<file path="src/rtl/ft245_rx_reader.sv">
// FT245 receive engine: synchronises _rxf, strobes _rd, samples d_in and queues
// each byte in a small first-word-fall-through buffer drained by valid/ready.
//
// state   | meaning
// IDLE    | _rd high, waiting for rxf_s low with buffer space
// STROBE  | _rd low; d_in captured on the last cycle
// RECOVER | _rd high hold-off; rxf_s ignored
module ft245_rx_reader #(
    parameter int RD_PULSE   = 3,
    parameter int RD_RECOVER = 2,
    parameter int DEPTH      = 4,
    parameter int ADDR_W     = 2
) (
    input  logic              clk,
    input  logic              reset,
    input  logic              _rxf,
    output logic              _rd,
    input  logic [7:0]        d_in,
    output logic [7:0]        rx_data,
    output logic              rx_valid,
    input  logic              rx_ready,
    output logic [ADDR_W:0]   level,
    output logic              busy
);
    localparam int CNT_MAX = ((RD_PULSE > RD_RECOVER) ? RD_PULSE : RD_RECOVER) - 1;
    localparam int CNT_W   = (CNT_MAX < 1) ? 1 : $clog2(CNT_MAX + 1);

    typedef enum logic [1:0] {IDLE, STROBE, RECOVER} state_t;

    state_t              state, state_nxt;
    logic [CNT_W-1:0]    cnt, cnt_nxt;
    logic                rd_q, rd_nxt;
    logic                rxf_meta, rxf_s;
    logic                push, pop, full;
    logic [7:0]          mem [DEPTH];
    logic [ADDR_W-1:0]   wptr, rptr;

    assign full     = (level == (ADDR_W + 1)'(DEPTH));
    assign rx_valid = (level != '0);
    assign pop      = rx_valid && rx_ready;
    assign rx_data  = mem[rptr];
    assign busy     = (state != IDLE);
    assign _rd      = rd_q;

    always_comb begin
        state_nxt = state;
        cnt_nxt   = cnt;
        rd_nxt    = rd_q;
        push      = 1'b0;
        case (state)
            IDLE: begin
                rd_nxt = 1'b1;
                if (!rxf_s && !full) begin
                    rd_nxt    = 1'b0;
                    cnt_nxt   = CNT_W'(RD_PULSE - 1);
                    state_nxt = STROBE;
                end
            end
            STROBE: begin
                rd_nxt = 1'b0;
                if (cnt != '0) begin
                    cnt_nxt = cnt - CNT_W'(1);
                end else begin
                    push      = 1'b1;
                    rd_nxt    = 1'b1;
                    cnt_nxt   = CNT_W'(RD_RECOVER - 1);
                    state_nxt = RECOVER;
                end
            end
            RECOVER: begin
                rd_nxt = 1'b1;
                if (cnt != '0) cnt_nxt = cnt - CNT_W'(1);
                else           state_nxt = IDLE;
            end
            default: begin
                rd_nxt    = 1'b1;
                state_nxt = IDLE;
            end
        endcase
    end

    always_ff @(posedge clk) begin
        if (reset) begin
            state    <= IDLE;
            cnt      <= '0;
            rd_q     <= 1'b1;
            rxf_meta <= 1'b1;
            rxf_s    <= 1'b1;
        end else begin
            state    <= state_nxt;
            cnt      <= cnt_nxt;
            rd_q     <= rd_nxt;
            rxf_meta <= _rxf;
            rxf_s    <= rxf_meta;
        end
    end

    // Push and pop may coincide; level then holds while both pointers move.
    always_ff @(posedge clk) begin
        if (reset) begin
            wptr  <= '0;
            rptr  <= '0;
            level <= '0;
            for (int i = 0; i < DEPTH; i++) mem[i] <= 8'h00;
        end else begin
            if (push) begin
                mem[wptr] <= d_in;
                wptr      <= wptr + ADDR_W'(1);
            end
            if (pop) rptr <= rptr + ADDR_W'(1);
            case ({push, pop})
                2'b10:   level <= level + (ADDR_W + 1)'(1);
                2'b01:   level <= level - (ADDR_W + 1)'(1);
                default: level <= level;
            endcase
        end
    end
endmodule
</file>
<file path="config.mk">
export PLATFORM = sky130hd
export DESIGN_NAME = ft245_rx_reader
export DESIGN_NICKNAME = d
export VERILOG_FILES = /design/src/rtl/ft245_rx_reader.sv
export SDC_FILE = /design/constraint.sdc
export NUM_CORES = 1
export LEC_CHECK = 0
export CELL_PAD_IN_SITES_DETAIL_PLACEMENT = 1
export CELL_PAD_IN_SITES_GLOBAL_PLACEMENT = 1
export CORE_UTILIZATION = 41
export CTS_CLUSTER_SIZE = 20
export DETAILED_ROUTE_END_ITERATION = 10
export PLACE_DENSITY_LB_ADDON = 0.1
export SETUP_SLACK_MARGIN = 0.02
export SLEW_MARGIN = 40
export SYNTH_ARGS = -nofsm -noshare
export SYNTH_HDL_FRONTEND = slang
export SYNTH_SLANG_ARGS = --single-unit
</file>
<file path="constraint.sdc">
create_clock -name clk -period 2.1 [get_ports clk]
set_input_delay 0.315 -clock clk [delete_from_list [all_inputs] [get_ports clk]]
set_output_delay 0.315 -clock clk [all_outputs]
set_load 0.01 [all_outputs]
</file>
After elaboration in Yosys (flattened, before gate mapping). Memories as Yosys holds them, arrays and structs flattened. A register that Yosys moved wholly into a read port is not among the register bits. Index checks and enable logic that the tools add are counted.

Register bits after elaboration: 14. RAM bits: 32. Input port bits: 12. Output and inout bits: 14. Word-level logic and storage cells: 59. Memories: 1.

Memory list: mem (words 4, bits a word 8, read ports 1, clocked after memory_dff 1, write ports 4, line 35) `logic [7:0] mem [DEPTH];`.

$add $sub $neg: 5. Equal/unequal tests: 9. Mux-type cells: 23. Reductions and logical operators: 13.

Operators with widths (count): 2-to-1 mux 2 bit (9); case mux 2 bit (3 select lines) (2); 2-to-1 mux 1 bit (9); 2-to-1 mux 8 bit (1); inequality test 2 bit (second input constant) (4); OR reduction 8 bit (1); case mux 3 bit (2 select lines) (1); AND reduction 3 bit (2); nonzero test 2 bit (3); nonzero test 3 bit (2); adder 2 x 1 -> 2 bit (second input constant) (2); == test 2 x 1 -> 1 bit (second input constant) (2); == test 2 bit (second input constant) (2); adder 3 x 1 -> 3 bit (second input constant) (1); == test 3 bit (second input constant) (1); subtractor 3 x 1 -> 3 bit (second input constant) (1); logical AND 1 bit (2); logical NOT 1 bit (2); logical NOT 2 bit (1); case mux 1 bit (2 select lines) (1); subtractor 2 x 1 -> 2 bit (second input constant) (1).

Logic depth before layout (Yosys ltp).
Depth in word-level cells: 8. Gate-level depth with buffers: 10. Mapped depth without buffers: 9.

Worst setup path after synthesis. No wires, ideal clock.

Path kind: register -> register. From: reg state[1]. To: reg level[2]. Setup time: 0.071 ns. Data arrival time: 2.014 ns. Data required time: 2.029 ns. Slack: 0.016 ns. Stages on the path, launching flop included: 11. Buffers on the path: 1. Period minus slack after synthesis: 2.084 ns. Path through: dfxtp_1 > inv_1 > ha_1 > buf_2 > nand2_4 > ha_1 > inv_1 > fa_1 > xor2_1 > or3_1 > a21oi_1.

Longest elaborated chain between the ends: 4. Elaborated cells on any way between the ends: 6. Classes of those cells: eq/ne: 3; mux: 2; reduce/logical: 1.

RTL lines: start: declaration (line 30) `state_t state, state_nxt;`; start signal: assignment (line 90) `state <= state_nxt;`; == test 2 x 1 -> 1 bit (*) (line 50) `case (state)`; 2-to-1 mux 1 bit (*) (line 50); == test 2 x 1 -> 1 bit or == test 2 bit (tied branches) (line 111) `case ({push, pop})`; case mux 3 bit (2 select lines) or nonzero test 2 bit (tied branches); end signal: assignment (line 112) `2'b10: level <= level + (ADDR_W + 1)'(1);`; end signal: assignment (line 113) `2'b01: level <= level - (ADDR_W + 1)'(1);`; end signal: assignment (line 114) `default: level <= level;`; end: declaration (line 22) `output logic [ADDR_W:0] level,`.

Every way passes the cells marked *; elsewhere a longest branch is shown, timed or not. A chain may end at the register's enable or synchronous reset.

Worst setup path after layout.
From: reg cnt[0]. To: reg level[2].

Longest elaborated chain between the ends: 5. Elaborated cells on any way between the ends: 7. Classes of those cells: eq/ne: 2; mux: 3; reduce/logical: 2.

RTL lines: start: declaration (line 31) `logic [CNT_W-1:0] cnt, cnt_nxt;`; start signal: assignment (line 91) `cnt <= cnt_nxt;`; nonzero test 2 bit (*) (line 61) `if (cnt != '0) begin`; 2-to-1 mux 1 bit (*) (line 61); 2-to-1 mux 1 bit (*) (line 50); == test 2 x 1 -> 1 bit or == test 2 bit (tied branches) (line 111); case mux 3 bit (2 select lines) or nonzero test 2 bit (tied branches).

Marks and branches as above.

==> reports/results.txt <==
Max Clock Skew - 5.68 ps
grt ovf - 0
PD cells - 1100 nW/um2
die height - 75.1 um
initial antenna violation count - 0
Skew-Pair Late Insertion Delay - 290 ps
final HPWL from detailed placement - 3150 um
Clock Path Buffers - 2
synthesized area - 2190 um2
port bufs - 25
Antenna diodes - 0
Critical path origin - cnt[0]
status - complete, no violations
largest net degree at the start of global routing - 15
Reg2Reg Setup Slack - 110 ps
EDFF count, synth - 32
fin crit share - 0.949
placed insts - 265
FP Rows - 26
met2 WL - 2490 um
Initial Utilization - 0.426
CTS Sinks - 48
Hold WC Path Type - reg -> reg
Core Box Area - 5140 um2
Arr. time, crit path - 2230 ps
required time of the critical path - 2330 ps
vias - 1352
r2r worst-path depth - 9
io pins - 26
Die X - 75.1 um
CTS tree - done
# setup viols final - 0
cts hold-fix bufs - 0
minimum clock period - 1990 ps
post-synth net total - 183
Post-synth ARST share - 0
slew margin rel. - 0.703
unrepaired setup endpoints after global routing - false
gr usage total - 0.179
fillers - 553
CTS buffer count - 5
ys flop type - edfxtp_1
post-synthesis register bit count - 48
Pre-antenna DRT Iters - 4
final non-filler cell total - 273
crit start category - flop
most frequent cells in the layout - and2_1, edfxtp_1, clkdlybuf4s50_1, dfxtp_1, nor2_1
PnR worst setup slack - 107 ps
first-pass GRT wire length - 7060 um
Avg Inst Size Synth - 13.4 um2
die area - 5640 um2
met1 WL - 1760 um
Synth Warn # - 0
peak supply drop - 530 uV
vias in the first global route - 1481
Post-DRT Antenna Nets - 0
Placer Congestion - 0.795
Place WS - -120 ps
final core occ - 0.528
H-tree depth - 2
hold violation total from the final report - 0
clk slew on worst S/H paths - 90 ps
MaxCap Viol Count - 0
Hold Slack - 426 ps
Hold Crit Start - rxf_meta
Post-DP Area - 2620 um2
area delta synth->final - 23.9%
Hold Path End - rxf_s
Post CTS Setup Buffer Count - 0
Synth cell types - 35
Tightest Pin Transition - 445 ps
CTS root buf - clkbuf_8
Final Instance Area - 2720 um2
Hold Path Depth - 1
highest metal used - met4
Routed WL per cell - 16.1 um
Crit Path Max Fanout - 5
FF-to-FF End - level[2]
Critical Setup Path Class - reg -> reg
cells after synthesis - 164
fmax - 502 MHz
met3 WL - 114 um
Leakage - 1.03 nW
Crit. End Element - flop
share of layout cells above drive strength 1 - 0.187
DRT iter0 DRCs - 46
register area share after synthesis - 0.584
Slew Limit Fails - 0
routed vias/inst - 4.95
worst r2r src - cnt[0]
NumNets Final - 221
DRC viols - 0
WL final - 4390 um
## layout make-up
type / instances / area, um2 / share of cell area
clock inverter: 2 / 35.0 / 0.0129
tap: 70 / 87.6 / 0.0323
multi-input combinational: 101 / 866 / 0.319
clock buffer: 6 / 72.6 / 0.0267
timing repair buffer: 36 / 335 / 0.124
inverter: 10 / 37.5 / 0.0138
sequential: 48 / 1280 / 0.472
## cells in the mapped netlist (2+ instances only)
cell,number,area [um2]
xnor2_1,2,17.5
nor4_4,2,42.5
or3_1,2,12.5
mux4_2,8,180
o21ai_0,4,20.0
ha_1,6,75.1
and2_1,32,200
buf_2,3,15.0
xor2_1,4,35.0
edfxtp_1,32,961
nor3_1,2,10.0
inv_1,10,37.5
nor2_1,11,41.3
or2_2,4,25.0
dfxtp_1,16,320
a21oi_1,7,35.0
## worst max-delay path, cell delays in order (launching register included)
cell and delay (ps):
dfxtp_1 370, inv_1 70, ha_2 230, nand2_4 90, ha_4 130, inv_1 40, fa_1 370, xor2_1 170
or3_1 320, a21oi_1 140
## report_power, final
| group | internal, W | switching [W] |
|---|---|---|
| Combinational | 0.000538 | 0.000541 |
| Sequential | 0.00116 | 0.0000966 |
| Clock | 0.000354 | 0.000297 |
| Total | 0.00205 | 0.000934 |
## per-layer routing
layer	vias to the layer above	track usage
li1	650	-
met1	680	0.190
met2	20	0.343
met3	2	0.0455
met4	0	0.0566
met5	-	0
## registers in the layout, indices dropped and copies added, names as in the netlist, named ones only
name	count
state	2
wptr	2
cnt	2
mem	32
rptr	2
_rd	1
level	3
rxf_meta	1
rxf_s	1
## worst max-delay path by stage
stage	endpoint	slack [ps]	cells past startpoint
after floorplan	level[2]	60	10
after global placement	level[2]	-30	8
after detailed placement	level[2]	-120	8
after CTS	level[2]	40	9
after global routing	level[2]	30	9
final	level[2]	110	9
## stage by stage
stage	setup TNS (ps)	total power (W)
after floorplan	0	0.00192
after global placement	-32.3	0.00236
after detailed placement	-120	0.00241
after CTS	0	0.00304
after global routing	0	0.00317
final	0	0.00299
## cells by family after synthesis
group / after synthesis / synth area share
compound gates: 18 / 0.0508
flops: 48 / 0.584
mux: 8 / 0.0822
xor+xnor: 6 / 0.0240
fa+ha+maj: 7 / 0.0434
simple gates: 62 / 0.188
buf+inv: 15 / 0.0274
## repair_timing
| item | in CTS | in global routing |
|---|---|---|
| gates cloned | 0 | 0 |
| gates resized for setup | 8 | 1 |
| setup endpoints to repair | 8 | 1 |
| hold endpoints to repair | 0 | 0 |
No activity file was read; power rests on OpenSTA's default activity.
